`src/rtl/count_sequencer.sv`:
```
// count_sequencer: run/pause/load controller for the 4-bit display counter.
// Holds the programmable rate divider and sequences q under four count modes.
module count_sequencer #(
  parameter int TICK_BASE = 50000000,
  parameter int DIV_W     = 28
) (
  input  logic       clock,
  input  logic       reset,
  input  logic       start,
  input  logic       stop,
  input  logic       load_req,
  input  logic [3:0] load_val,
  input  logic [1:0] freq,
  input  logic [1:0] mode,
  output logic [3:0] q,
  output logic       tick,
  output logic       done,
  output logic [1:0] state,
  output logic       busy
);

  typedef enum logic [1:0] {
    S_IDLE  = 2'b00,
    S_RUN   = 2'b01,
    S_PAUSE = 2'b10,
    S_HALT  = 2'b11
  } state_t;

  localparam logic DIR_UP   = 1'b0;
  localparam logic DIR_DOWN = 1'b1;

  localparam logic [DIV_W-1:0] R1 = DIV_W'(TICK_BASE - 1);
  localparam logic [DIV_W-1:0] R2 = DIV_W'(2 * TICK_BASE - 1);
  localparam logic [DIV_W-1:0] R4 = DIV_W'(4 * TICK_BASE - 1);

  state_t           r_state;
  logic [3:0]       r_q;
  logic             r_tick;
  logic             r_done;
  logic [DIV_W-1:0] r_div;
  logic [1:0]       r_cur_freq;
  logic [1:0]       r_cur_mode;
  logic             r_dir;

  logic [DIV_W-1:0] w_reload;
  logic             w_due;
  logic [3:0]       w_nq;
  logic             w_ev_done;
  logic             w_halt;
  logic             w_dir_nxt;

  // Reload value for the currently selected rate; full speed reloads to 0.
  always_comb begin
    w_reload = '0;
    case (freq)
      2'b01:   w_reload = R1;
      2'b10:   w_reload = R2;
      2'b11:   w_reload = R4;
      default: w_reload = '0;
    endcase
  end

  // A count event is due when running at full speed or the divider reached 0.
  assign w_due = (r_cur_freq == 2'b00) || (r_div == '0);

  // Next count value and side effects for one advance under the latched mode.
  always_comb begin
    w_nq      = r_q;
    w_ev_done = 1'b0;
    w_halt    = 1'b0;
    w_dir_nxt = r_dir;
    case (r_cur_mode)
      2'b00: begin
        w_nq      = r_q + 4'd1;
        w_ev_done = (r_q == 4'd15);
      end
      2'b01: begin
        w_nq      = r_q - 4'd1;
        w_ev_done = (r_q == 4'd0);
      end
      2'b10: begin
        w_nq      = r_q + 4'd1;
        w_halt    = (r_q == 4'd14);
        w_ev_done = (r_q == 4'd14);
      end
      default: begin
        if (r_dir == DIR_UP) begin
          w_nq = r_q + 4'd1;
          if (r_q == 4'd14) w_dir_nxt = DIR_DOWN;
        end else begin
          w_nq = r_q - 4'd1;
          if (r_q == 4'd1) begin
            w_dir_nxt = DIR_UP;
            w_ev_done = 1'b1;
          end
        end
      end
    endcase
  end

  // Control FSM: reset > load > stop > start > count event; outputs registered.
  always_ff @(posedge clock) begin
    if (reset) begin
      r_state    <= S_IDLE;
      r_q        <= 4'd0;
      r_tick     <= 1'b0;
      r_done     <= 1'b0;
      r_div      <= '0;
      r_cur_freq <= 2'b00;
      r_cur_mode <= 2'b00;
      r_dir      <= DIR_UP;
    end else begin
      r_tick <= 1'b0;
      r_done <= 1'b0;
      if (load_req) begin
        r_q        <= load_val;
        r_div      <= w_reload;
        r_cur_freq <= freq;
        r_dir      <= DIR_UP;
        if (r_state == S_HALT) r_state <= S_IDLE;
      end else if (stop) begin
        // Divider and count freeze; a due event stays pending at div_cnt=0.
        if (r_state == S_RUN) r_state <= S_PAUSE;
      end else if (start && r_state == S_IDLE) begin
        r_state    <= S_RUN;
        r_cur_mode <= mode;
        r_cur_freq <= freq;
        r_div      <= w_reload;
        r_dir      <= DIR_UP;
      end else if (start && r_state == S_PAUSE) begin
        r_state <= S_RUN;
      end else if (r_state == S_RUN) begin
        if (w_due) begin
          r_q        <= w_nq;
          r_div      <= w_reload;
          r_cur_freq <= freq;
          r_dir      <= w_dir_nxt;
          r_tick     <= 1'b1;
          r_done     <= w_ev_done;
          if (w_halt) r_state <= S_HALT;
        end else begin
          r_div <= r_div - 1'b1;
        end
      end
    end
  end

  assign q     = r_q;
  assign tick  = r_tick;
  assign done  = r_done;
  assign state = r_state;
  assign busy  = (r_state == S_RUN);

endmodule

```
`config.mk`:
```
export PLATFORM = sky130hd
export DESIGN_NAME = count_sequencer
export DESIGN_NICKNAME = d
export VERILOG_FILES = /design/src/rtl/count_sequencer.sv
export SDC_FILE = /design/constraint.sdc
export NUM_CORES = 1
export LEC_CHECK = 0
export CAP_MARGIN = 0
export CORE_MARGIN = 4
export CORE_UTILIZATION = 40
export DETAILED_ROUTE_END_ITERATION = 8
export GPL_TIMING_DRIVEN = 0
export PLACE_DENSITY = 0.65
export SETUP_SLACK_MARGIN = 0.5
export SYNTH_ARGS = -nofsm -noshare
export SYNTH_HDL_FRONTEND = slang
export SYNTH_SLANG_ARGS = --single-unit
```
`constraint.sdc`:
```
create_clock -name clock -period 6.55 [get_ports clock]
set_input_delay 1.31 -clock clock [delete_from_list [all_inputs] [get_ports clock]]
set_output_delay 1.31 -clock clock [all_outputs]
set_load 0.02 [all_outputs]
```
==> results.py, run 1 <==
metrics = {
    "grt": {
        "use_met3_pct": 3.58,
        "grt-ovfl-total": 0,
        "grtUsageMet2_pct": 29.1,
        "antenna_found_initial": 0,
        "grt_pass1_vias": 2641,
        "grt_pass1_wl_um": 13200,
        "use_met1_pct": 26.5,
        "grtUsageTotal_pct": 19.5,
        "busiest_layer": "met2",
        "grt_max_degree": 13,
    },
    "logic_synthesis": {
        "yosys.cell_types.count": 68,
        "ys_seq_area_share_pct": 30.2,
        "syn-num-nets": 373,
        "synthFlopType": "dfxtp_1",
        "async_reset_ff_share_pct": 0,
        "syn_area_per_cell_um2": 7.78,
        "syn_area_um2": 2710,
        "synth_edf_count": 0,
        "postSynthCellCount": 349,
        "synth_seq_cells": 41,
        "yosysWarnings": 0,
    },
    "power": {
        "power.leakage_nw": 1.12,
        "p_int_mw": 0.431,
        "p_switching_mw": 0.222,
        "p_per_area_nw_per_um2": 210,
        "power_frac_clock_pct": 28.2,
        "p_seq_share_pct": 44.0,
        "swShare_pct": 34.1,
        "ir_worst_vdd_uv": 106,
        "comb_power_share_pct": 27.8,
    },
    "timing": {
        "holdWs_ns": 0.485,
        "tns_ns": 0,
        "slew_violations": 0,
        "setup_viol": 0,
        "period_share_pct": 54.4,
        "hold_violations": 0,
        "period_needed_ns": 3.57,
        "finClkSkew_ns": 0.00597,
        "grt_setup_unrepaired": "false",
        "worst_slew_pin_slew_ns": 0.979,
        "slew_headroom_pct": 34.5,
        "fmax_ghz": 0.280,
    },
    "placed_design": {
        "io_buffers": 20,
        "dp_hpwl_um": 5930,
        "place_congestion": 0.921,
    },
    "worst_setup_path": {
        "r2r_cells": 8,
        "cp_cell_sequence": "clkdlybuf4s50_1 > clkbuf_1 > nor2_1 > nand2_1 > nor4_1 > a22oi_1 > o22ai_1",
        "r2r-end": "r_div[24]$_SDFFE_PP0P_",
        "worstSetupPathDepth": 7,
        "reg2reg_from": "r_div[0]$_SDFFE_PP0P_",
        "critPathRequiredTime_ns": 6.76,
        "cpLargestDelayFamily": "simple AND/OR/NAND/NOR gates",
        "cpMaxStageDelayCell": "nor2_1",
        "max_stage_delay_ns": 0.80,
        "critPathLaunchType": "input pin",
        "criticalPathCategory": "input pin to flop",
        "end_kind": "flop",
        "rrSetupSlack_ns": 3.77,
        "crit_arrival_ns": 3.77,
        "cp.buffers_inverters": 2,
        "crit_fanout": 10,
    },
    "cells_and_area": {
        "syn_to_final_growth_pct": 14.7,
        "diodes": 0,
        "n_fill_cell": 671,
        "layout-drive-gt1-share_pct": 9.55,
        "nets": 400,
        "layout_commonest_cell": "dfxtp_1",
        "layout_common_cells": "dfxtp_1, a21oi_1, nand2_1",
    },
    "die": {
        "die_h_um": 90.4,
        "die-area_um2": 8170,
        "row_count": 29,
        "dieWidth_um": 90.4,
        "core_area_um2": 6460,
        "initial_core_util_pct": 42.0,
        "io-pin-count": 22,
    },
    "drt": {
        "wire_per_inst_um": 17.6,
        "wl_um": 7980,
        "drc_errors": 0,
        "via_per_inst": 6.11,
        "drtIter0Drc": 256,
        "firstDrtPassIters": 5,
        "drtAntennaViolNets": 0,
        "vias": 2775,
    },
    "clocking": {
        "cts_max_level": 2,
        "clock_latency_ns": 0.29,
        "clock_path_buffers": 2,
        "ctsHoldBuffers": 0,
        "clkSlewWorstSetupHoldPaths_ns": 0.08,
        "cts_tree": "yes",
        "post_cts_resized": 0,
        "postCtsSetupBuffers": 0,
        "cts.sinks": 41,
        "cts-buffers-inserted": 5,
        "cts-root-buf": "clkbuf_8",
    },
    "min_path": {
        "hold_end": "r_cur_freq[1]$_SDFFE_PP0P_",
        "hold_depth": 2,
        "hold_start": "r_cur_freq[1]$_SDFFE_PP0P_",
        "hp-class": "flop to flop",
    },
    "job": {
        "drv_cap": 0,
    },
    "outcome": {
        "outcome": "complete, no violations",
    },
}
==> worst max-delay path by stage <==
| stage | endpoint | slack, ns | startpoint |
|---|---|---|---|
| after floorplan | r_div[26]$_SDFFE_PP0P_ | 3.66 | load_req |
| after global placement | r_div[12]$_SDFFE_PP0P_ | 2.74 | stop |
| after detailed placement | r_div[18]$_SDFFE_PP0P_ | 2.77 | stop |
| after CTS | r_div[26]$_SDFFE_PP0P_ | 3.07 | load_req |
| after global routing | r_div[27]$_SDFFE_PP0P_ | 2.90 | load_req |
| final | r_div[27]$_SDFFE_PP0P_ | 2.98 | load_req |
==> layer usage <==
layer | vias up | wire length, um
li1 | 1344 | -
met1 | 1296 | 3600
met2 | 107 | 3630
met3 | 28 | 485
met4 | 0 | 270
met5 | - | 0
==> stage by stage <==
| stage | instances | util (%) | setup slack (ns) | power (mW) | instance area [um^2] |
|---|---|---|---|---|---|
| 2_1_floorplan | 349 | - | 3.66 | 0.416 | 2710 |
| 3_3_place_gp | 446 | 46.6 | 2.74 | 0.469 | 3010 |
| 3_5_place_dp | 446 | 46.6 | 2.77 | 0.471 | 3010 |
| 4_1_cts | 454 | 48.2 | 3.07 | 0.657 | 3110 |
| 5_1_grt | 454 | 48.2 | 2.90 | 0.692 | 3110 |
| 6_report | 454 | 48.2 | 2.98 | 0.653 | 3110 |
==> worst register-to-register path: cells and delay by family (launching register included) <==
kind / cells / cell delay, ns
xor+xnor: 1 / 0.16
fa+ha+maj: 1 / 0.25
buf+inv: 1 / 0.09
flops: 1 / 0.35
simple gates: 5 / 1.84
==> power groups by stage <==
stage	combinational [mW]	clock (mW)	sequential [mW]
after global routing	0.199	0.203	0.290
after global placement	0.177	0	0.292
after CTS	0.179	0.191	0.287
after detailed placement	0.178	0	0.292
final	0.182	0.184	0.287
after floorplan	0.126	0	0.290
==> area by class of cell <==
class	instances	area [um^2]	share of cell area (%)
Buffer	18	86.3	2.77
Sequential cell	41	821	26.4
Clock inverter	1	5.00	0.161
Timing Repair Buffer	20	200	6.43
Tap cell	77	96.3	3.10
Clock buffer	7	96.3	3.10
Multi-Input combinational cell	266	1720	55.2
Inverter	24	90.1	2.90
==> registers in the layout (all words and copies together), names as in the netlist <==
signal	cells
r_cur_freq	2
tick	1
state	2
done	1
r_div	28
q	4
r_cur_mode	2
r_dir	1
==> Yosys cell counts (2+ instances only) <==
| library cell | instances | area (um^2) |
|---|---|---|
| dfxtp_1 | 41 | 821 |
| nor2_1 | 28 | 105 |
| and3_1 | 2 | 12.5 |
| nor4b_1 | 3 | 26.3 |
| nand2_1 | 30 | 113 |
| ha_1 | 11 | 138 |
| nor2b_1 | 2 | 12.5 |
| clkbuf_1 | 12 | 45.0 |
| nand2b_1 | 2 | 12.5 |
| and2_1 | 2 | 12.5 |
| o32ai_1 | 11 | 96.3 |
| buf_6 | 2 | 22.5 |
| nand3_2 | 2 | 20.0 |
| or2_2 | 4 | 25.0 |
| nor3_1 | 19 | 95.1 |
| or3_1 | 2 | 12.5 |
| nor4_2 | 2 | 25.0 |
| a31oi_1 | 11 | 68.8 |
| nand3_1 | 11 | 55.1 |
| a21oi_1 | 33 | 165 |
| nand3b_1 | 3 | 22.5 |
| o21ai_0 | 17 | 85.1 |
| nor4_1 | 8 | 50.1 |
| and4_1 | 2 | 17.5 |
| buf_2 | 3 | 15.0 |
| xnor2_1 | 6 | 52.6 |
| or4_1 | 3 | 22.5 |
| inv_1 | 24 | 90.1 |
| mux2_2 | 2 | 22.5 |
| nand4_1 | 4 | 25.0 |
| o22ai_1 | 4 | 25.0 |
| a22oi_1 | 2 | 15.0 |
| o21a_1 | 6 | 45.0 |
==> kinds of logic (layout without fill, tap and decap cells) <==
kind of cell             count (synthesis)  in the layout  synth area share, %
AO/OA/AOI/OAI                          108            108                 27.3
XOR/XNOR                                 7              7                 2.26
adder cells (fa/ha/maj)                 11             11                 5.07
buffers and inverters                   42             70                 6.50
flip-flops                              41             41                 30.2
multiplexers                             3              3                 1.20
AND/OR/NAND/NOR                        137            137                 27.4
(Power assumes the default switching activity.)
==> inputs of run 2 (changes only) <==
PLACE_DENSITY = 0.68   (was 0.65)
clock period = 3.2 ns   (was 6.55 ns; I/O delays follow)
==> run 2 against run 1 <==
  * Die area did not move
  * Flip-flop and latch count unchanged
  * Critical path type unchanged
  * Critical path depth is the same
  * Worst setup slack worse by 2.4 ns
  * Non-clock buffer count up 2
  * Sequential share of layout area decreased by 0.32 points
  * Global-route usage decreased by 0.41 points
  * Largest power group unchanged
  * Critical endpoint is now r_div[26]$_SDFFE_PP0P_
  * Sequential power is 110% higher
  * Cell count is 0.44% higher
  * Count of clock-buffer cells in the layout stayed put
  * Clock skew shrank 0.0018 ns
==> results.py, run 2 (synthesis results as in run 1) <==
metrics = {
    "die": {
        "dieWidth_um": 90.4,
        "row_count": 29,
        "die_h_um": 90.4,
        "io-pin-count": 22,
        "core_area_um2": 6460,
        "die-area_um2": 8170,
        "initial_core_util_pct": 42.0,
    },
    "grt": {
        "antenna_found_initial": 0,
        "grt_pass1_vias": 2623,
        "grt-ovfl-total": 0,
        "grt_pass1_wl_um": 13000,
        "grt_max_degree": 13,
        "grtUsageTotal_pct": 19.1,
    },
    "timing": {
        "finClkSkew_ns": 0.00416,
        "period_needed_ns": 2.58,
        "slew_headroom_pct": 57.8,
        "hold_violations": 0,
        "setup_ws_ns": 0.617,
        "fmax_ghz": 0.387,
        "worst_slew_pin_slew_ns": 0.633,
        "setup_viol": 0,
        "grt_setup_unrepaired": "false",
        "slew_violations": 0,
        "period_share_pct": 80.7,
        "tns_ns": 0,
    },
    "cells_and_area": {
        "layout-drive-gt1-share_pct": 12.4,
        "final_util_pct": 48.8,
        "nets": 402,
        "largest_reg_flops": 28,
        "syn_to_final_growth_pct": 16.1,
        "layout_common_cells": "dfxtp_1, a21oi_1, nand2_1",
        "diodes": 0,
        "top_register": "r_div",
        "layout_commonest_cell": "dfxtp_1",
    },
    "clocking": {
        "cts_tree": "yes",
        "cts-root-buf": "clkbuf_8",
        "cts_max_level": 2,
        "clock_path_buffers": 2,
        "cts-buffers-inserted": 5,
        "clock_latency_ns": 0.29,
        "clkSlewWorstSetupHoldPaths_ns": 0.08,
        "cts.sinks": 41,
    },
    "worst_setup_path": {
        "crit_fanout": 10,
        "end_kind": "flop",
        "crit_arrival_ns": 2.80,
        "cp_cell_sequence": "clkdlybuf4s50_1 > clkbuf_1 > nor2_2 > nand2_1 > nor4_1 > a22oi_1 > o22ai_1",
        "cpMaxStageDelayCell": "nor2_2",
        "criticalPathCategory": "input pin to flop",
        "critPathRequiredTime_ns": 3.42,
        "critPathLaunchType": "input pin",
        "max_stage_delay_ns": 0.52,
        "cp.buffers_inverters": 2,
        "cpLargestDelayFamily": "simple AND/OR/NAND/NOR gates",
    },
    "placed_design": {
        "place_congestion": 0.941,
        "dp_hpwl_um": 5850,
        "io_buffers": 20,
        "post-place-ws_ns": 0.0885,
    },
    "job": {
        "drv_cap": 0,
    },
    "min_path": {
        "hp-class": "flop to flop",
    },
    "drt": {
        "drtIter0Drc": 253,
        "wire_per_inst_um": 17.6,
        "vias": 2818,
        "drc_errors": 0,
        "firstDrtPassIters": 5,
        "drtAntennaViolNets": 0,
        "via_per_inst": 6.18,
        "wl_um": 8030,
    },
    "power": {
        "ir_worst_vdd_uv": 253,
        "p_per_area_nw_per_um2": 427,
        "power.leakage_nw": 1.14,
    },
    "outcome": {
        "outcome": "complete, no violations",
    },
}
run 2: report_power, final:
part           internal, mW  switching, mW  total [mW]
Combinational         0.145          0.236       0.381
Clock                 0.195          0.179       0.374
Sequential            0.547         0.0420       0.589
Total                 0.887          0.457        1.34
run 2: worst reg2reg max path, cell delays in order, from the launching register on:
cell	delay, ns
dfxtp_1	0.35
inv_1	0.09
ha_1	0.25
nor4b_2	0.42
nand2_1	0.39
nor4b_1	0.46
xnor2_1	0.17
nand3_1	0.08
and3_1	0.16
run 2: through the flow:
stage	power, mW	instances	hold WS, ns	area (um^2)
after floorplan	0.852	349	0.448	2710
after global placement	0.957	446	0.457	3010
after detailed placement	0.962	446	0.466	3010
after CTS	1.34	454	0.478	3130
after global routing	1.41	456	0.507	3150
final	1.34	456	0.477	3150
run 2: final timing paths:
path	startpoint	to	slack [ns]	cells past startpoint
worst min register to register	r_cur_freq[0]$_SDFFE_PP0P_	r_cur_freq[0]$_SDFFE_PP0P_	0.48	2
worst min-delay path	r_cur_freq[0]$_SDFFE_PP0P_	r_cur_freq[0]$_SDFFE_PP0P_	0.48	2
worst max register to register	r_div[0]$_SDFFE_PP0P_	r_div[24]$_SDFFE_PP0P_	0.72	8
worst max-delay path	load_req	r_div[26]$_SDFFE_PP0P_	0.62	7
run 2: layout make-up:
class / instances / area, um^2
Buffer: 18 / 92.6
Clock buffer: 7 / 96.3
Clock inverter: 1 / 5.00
Fill cell: 628 / 3310
Inverter: 24 / 90.1
Multi-Input combinational cell: 266 / 1730
Sequential cell: 41 / 821
Tap cell: 77 / 96.3
Timing Repair Buffer: 22 / 215
run 2: metal layers:
metal,GRT usage (%),part of all wire (%),vias up
met5,0,0,-
met4,7.02,1.2,0
met3,3.17,6.5,11
met2,31.1,47,112
met1,25.4,45,1349
li1,-,-,1346
run 2: timing repair:
| action | CTS | global route |
|---|---|---|
| setup buffers | 0 | 2 |
| hold buffers | 0 | 0 |
| pin swaps | 0 | 1 |
| endpoints found under the setup margin | 19 | 27 |
| resized for setup | 4 | 9 |
